`src/rtl/uart_rx_cfg_pkg.sv`:
```
// Shared types and constants for the configurable UART receiver.
package uart_pkg;

  localparam logic [1:0] PAR_NONE = 2'b00;
  localparam logic [1:0] PAR_EVEN = 2'b01;
  localparam logic [1:0] PAR_ODD  = 2'b10;

  localparam int unsigned BIT_MIN = 5;

  typedef enum logic [2:0] {
    ST_IDLE,
    ST_START,
    ST_DATA,
    ST_PARITY,
    ST_STOP1,
    ST_STOP2,
    ST_PUSH,
    ST_BRK_WAIT
  } rx_state_t;

  typedef struct packed {
    logic [3:0] bits;
    logic [1:0] parity;
    logic       stop2;
  } rx_cfg_t;

  // Encoding 2'b11 is treated as "no parity".
  function automatic logic par_enabled(input logic [1:0] mode);
    return (mode == PAR_EVEN) || (mode == PAR_ODD);
  endfunction

endpackage

```
`src/rtl/uart_rx_fifo.sv`:
```
// Synchronous receive FIFO with valid/ready read side, occupancy and full flag.
module uart_rx_fifo #(
  parameter int unsigned W     = 10,
  parameter int unsigned DEPTH = 4
) (
  input  logic                     i_clk,
  input  logic                     i_rst_n,
  input  logic                     i_push,
  input  logic [W-1:0]             i_wdata,
  input  logic                     i_ready,
  output logic                     o_valid,
  output logic [W-1:0]             o_rdata,
  output logic [$clog2(DEPTH):0]   o_level,
  output logic                     o_full
);

  localparam int unsigned AW = $clog2(DEPTH);
  localparam logic [AW:0] CNT_FULL = (AW+1)'(DEPTH);

  logic [W-1:0]  r_mem [DEPTH];
  logic [AW-1:0] r_wptr;
  logic [AW-1:0] r_rptr;
  logic [AW:0]   r_count;
  logic          w_pop;
  logic          w_wr;

  assign o_valid = (r_count != '0);
  assign o_full  = (r_count == CNT_FULL);
  assign o_level = r_count;
  assign o_rdata = o_valid ? r_mem[r_rptr] : '0;

  // A pop in the same cycle frees the slot, so a push into a full FIFO still lands.
  assign w_pop = i_ready && o_valid;
  assign w_wr  = i_push && (!o_full || w_pop);

  always_ff @(posedge i_clk) begin
    if (!i_rst_n) begin
      r_wptr  <= '0;
      r_rptr  <= '0;
      r_count <= '0;
    end else begin
      if (w_wr) begin
        r_wptr <= r_wptr + 1'b1;
      end
      if (w_pop) begin
        r_rptr <= r_rptr + 1'b1;
      end
      case ({w_wr, w_pop})
        2'b10:   r_count <= r_count + 1'b1;
        2'b01:   r_count <= r_count - 1'b1;
        default: r_count <= r_count;
      endcase
    end
  end

  always_ff @(posedge i_clk) begin
    if (w_wr) begin
      r_mem[r_wptr] <= i_wdata;
    end
  end

endmodule

```
`src/rtl/uart_rx_cfg.sv`:
```
// Runtime-configurable UART receiver: 5-8 data bits, none/even/odd parity,
// 1 or 2 stop bits, break detection and a buffered valid/ready output.
module uart_rx_cfg
  import uart_pkg::*;
#(
  parameter int unsigned DATA_W      = 8,
  parameter int unsigned FIFO_DEPTH  = 4,
  parameter int unsigned SYNC_STAGES = 2
) (
  input  logic                          i_clk,
  input  logic                          i_rst_n,
  input  logic                          i_rx,
  input  logic [15:0]                   i_baud_div,
  input  logic [1:0]                    i_data_bits,
  input  logic [1:0]                    i_parity,
  input  logic                          i_stop2,
  output logic [DATA_W-1:0]             o_data,
  output logic                          o_frame_err,
  output logic                          o_parity_err,
  output logic                          o_valid,
  input  logic                          i_ready,
  output logic                          o_overrun,
  input  logic                          i_clr_ovr,
  output logic                          o_break,
  output logic                          o_busy,
  output logic [$clog2(FIFO_DEPTH):0]   o_level
);

  localparam int unsigned FW = DATA_W + 2;

  logic [SYNC_STAGES-1:0] r_sync;
  logic                   r_rxs_prev;
  logic                   w_rxs;
  logic                   w_start;

  rx_state_t  r_state;
  rx_cfg_t    r_cfg;
  logic [15:0] r_cnt;
  logic [3:0]  r_bitn;
  logic [7:0]  r_shift;
  logic        r_ferr;
  logic        r_perr;
  logic        r_par_bit;
  logic        r_stop1_low;
  logic        r_break;
  logic        r_overrun;

  logic          w_half_hit;
  logic          w_full_hit;
  logic          w_par_en;
  logic          w_is_break;
  logic          w_push;
  logic          w_pop;
  logic          w_valid;
  logic          w_full;
  logic [FW-1:0] w_wdata;
  logic [FW-1:0] w_rdata;

  // Synchroniser flops reset high so a released reset never looks like a start edge.
  always_ff @(posedge i_clk) begin
    if (!i_rst_n) begin
      r_sync     <= '1;
      r_rxs_prev <= 1'b1;
    end else begin
      r_sync     <= {r_sync[SYNC_STAGES-2:0], i_rx};
      r_rxs_prev <= w_rxs;
    end
  end

  assign w_rxs      = r_sync[SYNC_STAGES-1];
  assign w_start    = r_rxs_prev && !w_rxs;
  assign w_half_hit = (r_cnt == (i_baud_div >> 1));
  assign w_full_hit = (r_cnt == i_baud_div);
  assign w_par_en   = par_enabled(r_cfg.parity);
  assign w_is_break = (r_shift == '0) && (!w_par_en || !r_par_bit) && r_stop1_low;
  assign w_push     = (r_state == ST_PUSH);

  always_ff @(posedge i_clk) begin
    if (!i_rst_n) begin
      r_state     <= ST_IDLE;
      r_cfg       <= '0;
      r_cnt       <= '0;
      r_bitn      <= '0;
      r_shift     <= '0;
      r_ferr      <= 1'b0;
      r_perr      <= 1'b0;
      r_par_bit   <= 1'b0;
      r_stop1_low <= 1'b0;
      r_break     <= 1'b0;
    end else begin
      r_break <= 1'b0;
      case (r_state)
        ST_IDLE: begin
          if (w_start) begin
            r_state     <= ST_START;
            r_cnt       <= '0;
            r_bitn      <= '0;
            r_shift     <= '0;
            r_ferr      <= 1'b0;
            r_perr      <= 1'b0;
            r_par_bit   <= 1'b0;
            r_stop1_low <= 1'b0;
            r_cfg.bits   <= {2'b00, i_data_bits} + 4'(BIT_MIN);
            r_cfg.parity <= i_parity;
            r_cfg.stop2  <= i_stop2;
          end
        end
        ST_START: begin
          if (w_half_hit) begin
            r_cnt <= '0;
            r_state <= w_rxs ? ST_IDLE : ST_DATA;
          end else begin
            r_cnt <= r_cnt + 16'd1;
          end
        end
        ST_DATA: begin
          if (w_full_hit) begin
            r_cnt                 <= '0;
            r_shift[r_bitn[2:0]]  <= w_rxs;
            r_bitn                <= r_bitn + 4'd1;
            if (r_bitn == r_cfg.bits - 4'd1) begin
              r_state <= w_par_en ? ST_PARITY : ST_STOP1;
            end
          end else begin
            r_cnt <= r_cnt + 16'd1;
          end
        end
        ST_PARITY: begin
          if (w_full_hit) begin
            r_cnt     <= '0;
            r_par_bit <= w_rxs;
            r_perr    <= (^r_shift) ^ w_rxs ^ (r_cfg.parity == PAR_ODD);
            r_state   <= ST_STOP1;
          end else begin
            r_cnt <= r_cnt + 16'd1;
          end
        end
        ST_STOP1: begin
          if (w_full_hit) begin
            r_cnt       <= '0;
            r_ferr      <= !w_rxs;
            r_stop1_low <= !w_rxs;
            r_state     <= r_cfg.stop2 ? ST_STOP2 : ST_PUSH;
          end else begin
            r_cnt <= r_cnt + 16'd1;
          end
        end
        ST_STOP2: begin
          if (w_full_hit) begin
            r_cnt   <= '0;
            r_ferr  <= r_ferr | !w_rxs;
            r_state <= ST_PUSH;
          end else begin
            r_cnt <= r_cnt + 16'd1;
          end
        end
        ST_PUSH: begin
          if (w_is_break) begin
            r_break <= 1'b1;
            r_state <= ST_BRK_WAIT;
          end else begin
            r_state <= ST_IDLE;
          end
        end
        ST_BRK_WAIT: begin
          if (w_rxs) begin
            r_state <= ST_IDLE;
          end
        end
        default: r_state <= ST_IDLE;
      endcase
    end
  end

  always_comb begin
    w_wdata          = '0;
    w_wdata[9:2]     = r_shift;
    w_wdata[1]       = r_ferr;
    w_wdata[0]       = r_perr;
  end

  assign w_pop = w_valid && i_ready;

  // A same-cycle pop makes room, so only an unserviced full FIFO drops the word.
  always_ff @(posedge i_clk) begin
    if (!i_rst_n) begin
      r_overrun <= 1'b0;
    end else if (w_push && w_full && !w_pop) begin
      r_overrun <= 1'b1;
    end else if (i_clr_ovr) begin
      r_overrun <= 1'b0;
    end
  end

  uart_rx_fifo #(
    .W     (FW),
    .DEPTH (FIFO_DEPTH)
  ) u_fifo (
    .i_clk   (i_clk),
    .i_rst_n (i_rst_n),
    .i_push  (w_push),
    .i_wdata (w_wdata),
    .i_ready (i_ready),
    .o_valid (w_valid),
    .o_rdata (w_rdata),
    .o_level (o_level),
    .o_full  (w_full)
  );

  assign o_data       = w_rdata[FW-1:2];
  assign o_frame_err  = w_rdata[1];
  assign o_parity_err = w_rdata[0];
  assign o_valid      = w_valid;
  assign o_overrun    = r_overrun;
  assign o_break      = r_break;
  assign o_busy       = (r_state != ST_IDLE);

endmodule

```
`config.mk`:
```
export PLATFORM = sky130hd
export DESIGN_NAME = uart_rx_cfg
export DESIGN_NICKNAME = d
export VERILOG_FILES = /design/src/rtl/uart_rx_cfg_pkg.sv /design/src/rtl/uart_rx_fifo.sv /design/src/rtl/uart_rx_cfg.sv
export SDC_FILE = /design/constraint.sdc
export NUM_CORES = 1
export LEC_CHECK = 0
export ABC_AREA = 1
export BUFFER_PORTS_ARGS = -buffer_cell sky130_fd_sc_hd__clkbuf_2
export CAP_MARGIN = 20
export CORE_MARGIN = 4
export CORE_UTILIZATION = 25
export CTS_CLUSTER_SIZE = 12
export DETAILED_ROUTE_END_ITERATION = 12
export MAX_ROUTING_LAYER = met4
export PLACE_DENSITY_LB_ADDON = 0.3
export RECOVER_POWER = 50
export SYNTH_ARGS = -nofsm -noshare
export SYNTH_HDL_FRONTEND = slang
export SYNTH_SLANG_ARGS = --single-unit
```
`constraint.sdc`:
```
create_clock -name i_clk -period 2.9 [get_ports i_clk]
set_input_delay 0.145 -clock i_clk [delete_from_list [all_inputs] [get_ports i_clk]]
set_output_delay 0.145 -clock i_clk [all_outputs]
set_load 0.01 [all_outputs]
```
==> results.toml <==
[synth]
yosysUniqueCellTypes = 42
syn_area_cell_um2 = 7.39
postSynth.topFlopCell = "sky130_fd_sc_hd__dfxtp_1"
netlist_area_mm2 = 0.00530
area_contributors_post_synth = "sky130_fd_sc_hd__edfxtp_1 23%, sky130_fd_sc_hd__dfxtp_1 21%, sky130_fd_sc_hd__nand2_1 13%"
yosys.area_share.simple_pct = 29.8
postSynthRegisterBits = 96
synth_top_area_share_pct = 22.7
synth_xor_area_share_pct = 2.15
synth.yosys.warnings = 0
synth-edff-count = 40
synthCells = 717
sequential_cell_area_fraction_in_the_yosys_report_pct = 43.8
area_leader_netlist = "sky130_fd_sc_hd__edfxtp_1"
postSynthNetCount = 758
synth_adder_area_share_pct = 3.68
area_fraction_in_compound_gates_after_synthesis_pct = 10.8
asyncSetResetFlopFracSynth_pct = 0
post_synth_mux_area_share_pct = 0
main_combinational_cell_family_by_area_after_synthesis = "simple AND/OR/NAND/NOR gates"

[finish]
antenna-diode-count = 0
layout_common_cells = "188 x sky130_fd_sc_hd__nand2_1, 105 x sky130_fd_sc_hd__nor2_1, 98 x sky130_fd_sc_hd__inv_1, 56 x sky130_fd_sc_hd__dfxtp_1, 48 x sky130_fd_sc_hd__o21ai_0"
fin_cells = 1036
final_layout_size_suffix_gt1_share_pct = 12.4
fillers = 2300
multiInputGateArea_mm2 = 0.00242
postLayoutCellArea_mm2 = 0.00605
sequential_cell_area_mm2 = 0.00232
synthToLayoutAreaGrowth_pct = 14.2
design.final.nets = 802
commonest_non_fill_non_tap_cell_in_the_layout = "sky130_fd_sc_hd__nand2_1"

[power]
p_int_mw = 2.54
power_per_cell_area_mw_per_mm2 = 685
comb_power_share_pct = 33.6
vdd_drop_max_mv = 0.305
clock_power_share_pct = 28.2
leakage_nw = 2.53
seqPwrFrac_pct = 38.2
total_switching_power_mw = 1.61
switching_share_of_total_power_pct = 38.8

[global_route]
grt_pass1_wl_mm = 20.4
grt_overflow = 0
gr-max-usage-layer = "met2"
grt_use_total_pct = 10.9
number_of_global_route_vias_before_repair = 4182
grt_use_met2_pct = 16.6
grt_max_degree = 30
grt_antenna_before_repair = 0
groute.layer.met3.usage_pct = 2.92
global_route.usage.met1_pct = 14.4

[clocking]
clk_latency_ns = 0.35
cts_repair_resize_count = 0
cts-root-buf = "sky130_fd_sc_hd__clkbuf_16"
cts_h_tree_depth = 3
cts.clk_slew.worst_paths_ns = 0.07
cts_buffers = 9
post-cts-setup-buffers = 0
max-clock-path-buffers = 2
cts_hold_buffers = 2
cts.sinks = 96
tritoncts = "built"

[route]
via_per_inst = 4.19
postRouteWirelength_mm = 12.2
routed_wire_length_per_instance_um = 11.8
route.vias.total = 4337
postRouteAntennaNets = 0
drtPass1Iterations = 4
detail_route.iter0.violations = 187
post-route-drc-count = 0

[setup_path]
path_max_fanout = 10
cp-start-kind = "register"
category_of_the_most_critical_setup_path = "register to register"
cp-end-kind = "register"
cp.arrival_ns = 2.77
reg2reg_depth = 9
cp.required_ns = 3.18

[timing]
finalWorstPathRequiredPeriod_ns = 2.49
hold-worst-slack_ns = 0.0352
max_slew_margin_pct = 63.3
min_period_over_period_pct = 85.8
finalSetupTns_ns = 0
clock.fmax_mhz = 402
unrepaired_setup_endpoints_after_global_routing = "false"
timing.final.max_slew_violations = 0
hold_viol = 0
final.setup_skew_ns = 0.00690
worst_pin_slew_ns = 0.546
layout_setup_ws_ns = 0.412
report.final.setup_viol = 0

[die]
core_area_mm2 = 0.0206
chipHeight_um = 154
floorplan.initialDensity_pct = 25.8
std_cell_rows = 52
io-pin-count = 43
dieWidth_um = 154
die_area_mm2 = 0.0236

[flow_run]
cap_violations = 0

[worst_hold_path]
min_delay_path_depth = 4
tightest_hold_check_type = "primary input to register"

[place]
placed_cell_area_mm2 = 0.00580
gpl_wtd_cong = 0.820
port_buffers = 42
hpwlAfterDp_mm = 8.92
placed_cells = 1018
dp_slack_ns = 0.591

[run_status]
run_status = "complete, no violations"
-- per-stage QoR --
stage	utilization (%)	total power, mW
floorplan	-	2.66
global placement	28.2	3.06
detailed placement	28.2	3.07
CTS	29.7	4.26
global route	29.4	4.46
finish	29.4	4.15
-- cells in the mapped netlist (2+ instances only) --
master                       n
sky130_fd_sc_hd__a21oi_1    39
sky130_fd_sc_hd__a21oi_2     8
sky130_fd_sc_hd__buf_2       2
sky130_fd_sc_hd__buf_6       2
sky130_fd_sc_hd__clkbuf_1   10
sky130_fd_sc_hd__dfxtp_1    56
sky130_fd_sc_hd__edfxtp_1   40
sky130_fd_sc_hd__ha_1       14
sky130_fd_sc_hd__inv_1      96
sky130_fd_sc_hd__inv_2      11
sky130_fd_sc_hd__nand2_1   186
sky130_fd_sc_hd__nand2_4     4
sky130_fd_sc_hd__nand3_1    25
sky130_fd_sc_hd__nand3b_1    4
sky130_fd_sc_hd__nand4_1     4
sky130_fd_sc_hd__nor2_1    102
sky130_fd_sc_hd__nor2_2      2
sky130_fd_sc_hd__nor2_4      3
sky130_fd_sc_hd__nor3_1     14
sky130_fd_sc_hd__nor3_2      2
sky130_fd_sc_hd__o21ai_0    47
sky130_fd_sc_hd__o21ai_1     5
sky130_fd_sc_hd__o21ai_2     2
sky130_fd_sc_hd__or2_2      10
sky130_fd_sc_hd__xnor2_1     5
sky130_fd_sc_hd__xor2_1      8
-- final timing paths --
path               end       start  slack [ns]
min          o_overrun   i_clr_ovr        0.04
max          r_par_bit  r_state[1]        0.41
max reg2reg  r_par_bit  r_state[1]        0.41
min reg2reg  r_sync[1]   r_sync[0]        0.42
-- flip-flops by register name (all words and copies together) (netlist names), named ones only --
name / count
o_break: 1
o_overrun: 1
r_bitn: 4
r_cfg: 7
r_cnt: 16
r_ferr: 1
r_par_bit: 1
r_perr: 1
r_rxs_prev: 1
r_shift: 8
r_state: 3
r_stop1_low: 1
r_sync: 2
u_fifo.o_level: 3
u_fifo.r_mem: 40
u_fifo.r_rptr: 2
u_fifo.r_wptr: 2
-- metal layers --
metal	wire (µm)	part of all wire (%)
met2	5390	44
met5	0	0
met4	142	1.2
met1	6310	52
met3	388	3.2
-- critical path, cell delays in order (launching register included) --
cell	delay [ns]
sky130_fd_sc_hd__dfxtp_1	0.38
sky130_fd_sc_hd__nor2_1	0.24
sky130_fd_sc_hd__clkinv_1	0.10
sky130_fd_sc_hd__nor2_1	0.34
sky130_fd_sc_hd__inv_2	0.07
sky130_fd_sc_hd__nor3_1	0.44
sky130_fd_sc_hd__inv_1	0.33
sky130_fd_sc_hd__o21ai_0	0.29
sky130_fd_sc_hd__o21ai_1	0.10
sky130_fd_sc_hd__a21oi_1	0.12
-- power groups by stage --
stage	logic, mW	clock network, mW	registers [mW]
4_1_cts	1.46	1.21	1.59
6_report	1.39	1.17	1.58
5_1_grt	1.60	1.26	1.60
3_5_place_dp	1.45	0	1.62
2_1_floorplan	1.07	0	1.59
3_3_place_gp	1.45	0	1.61
-- cell type report --
class / count / share of cell area [%]
well taps: 270 / 5.58
flip-flops and latches: 96 / 38.4
multi-input cells: 494 / 40.0
repair buffers: 51 / 4.53
clock buffers: 9 / 3.72
inverters: 109 / 6.80
clock inverters: 7 / 1.01
-- cells by family after synthesis --
group | Yosys count
simple gates | 362
buf+inv | 127
compound gates | 104
flops | 96
fa+ha+maj | 15
xor+xnor | 13
(Power assumes the default switching activity.)
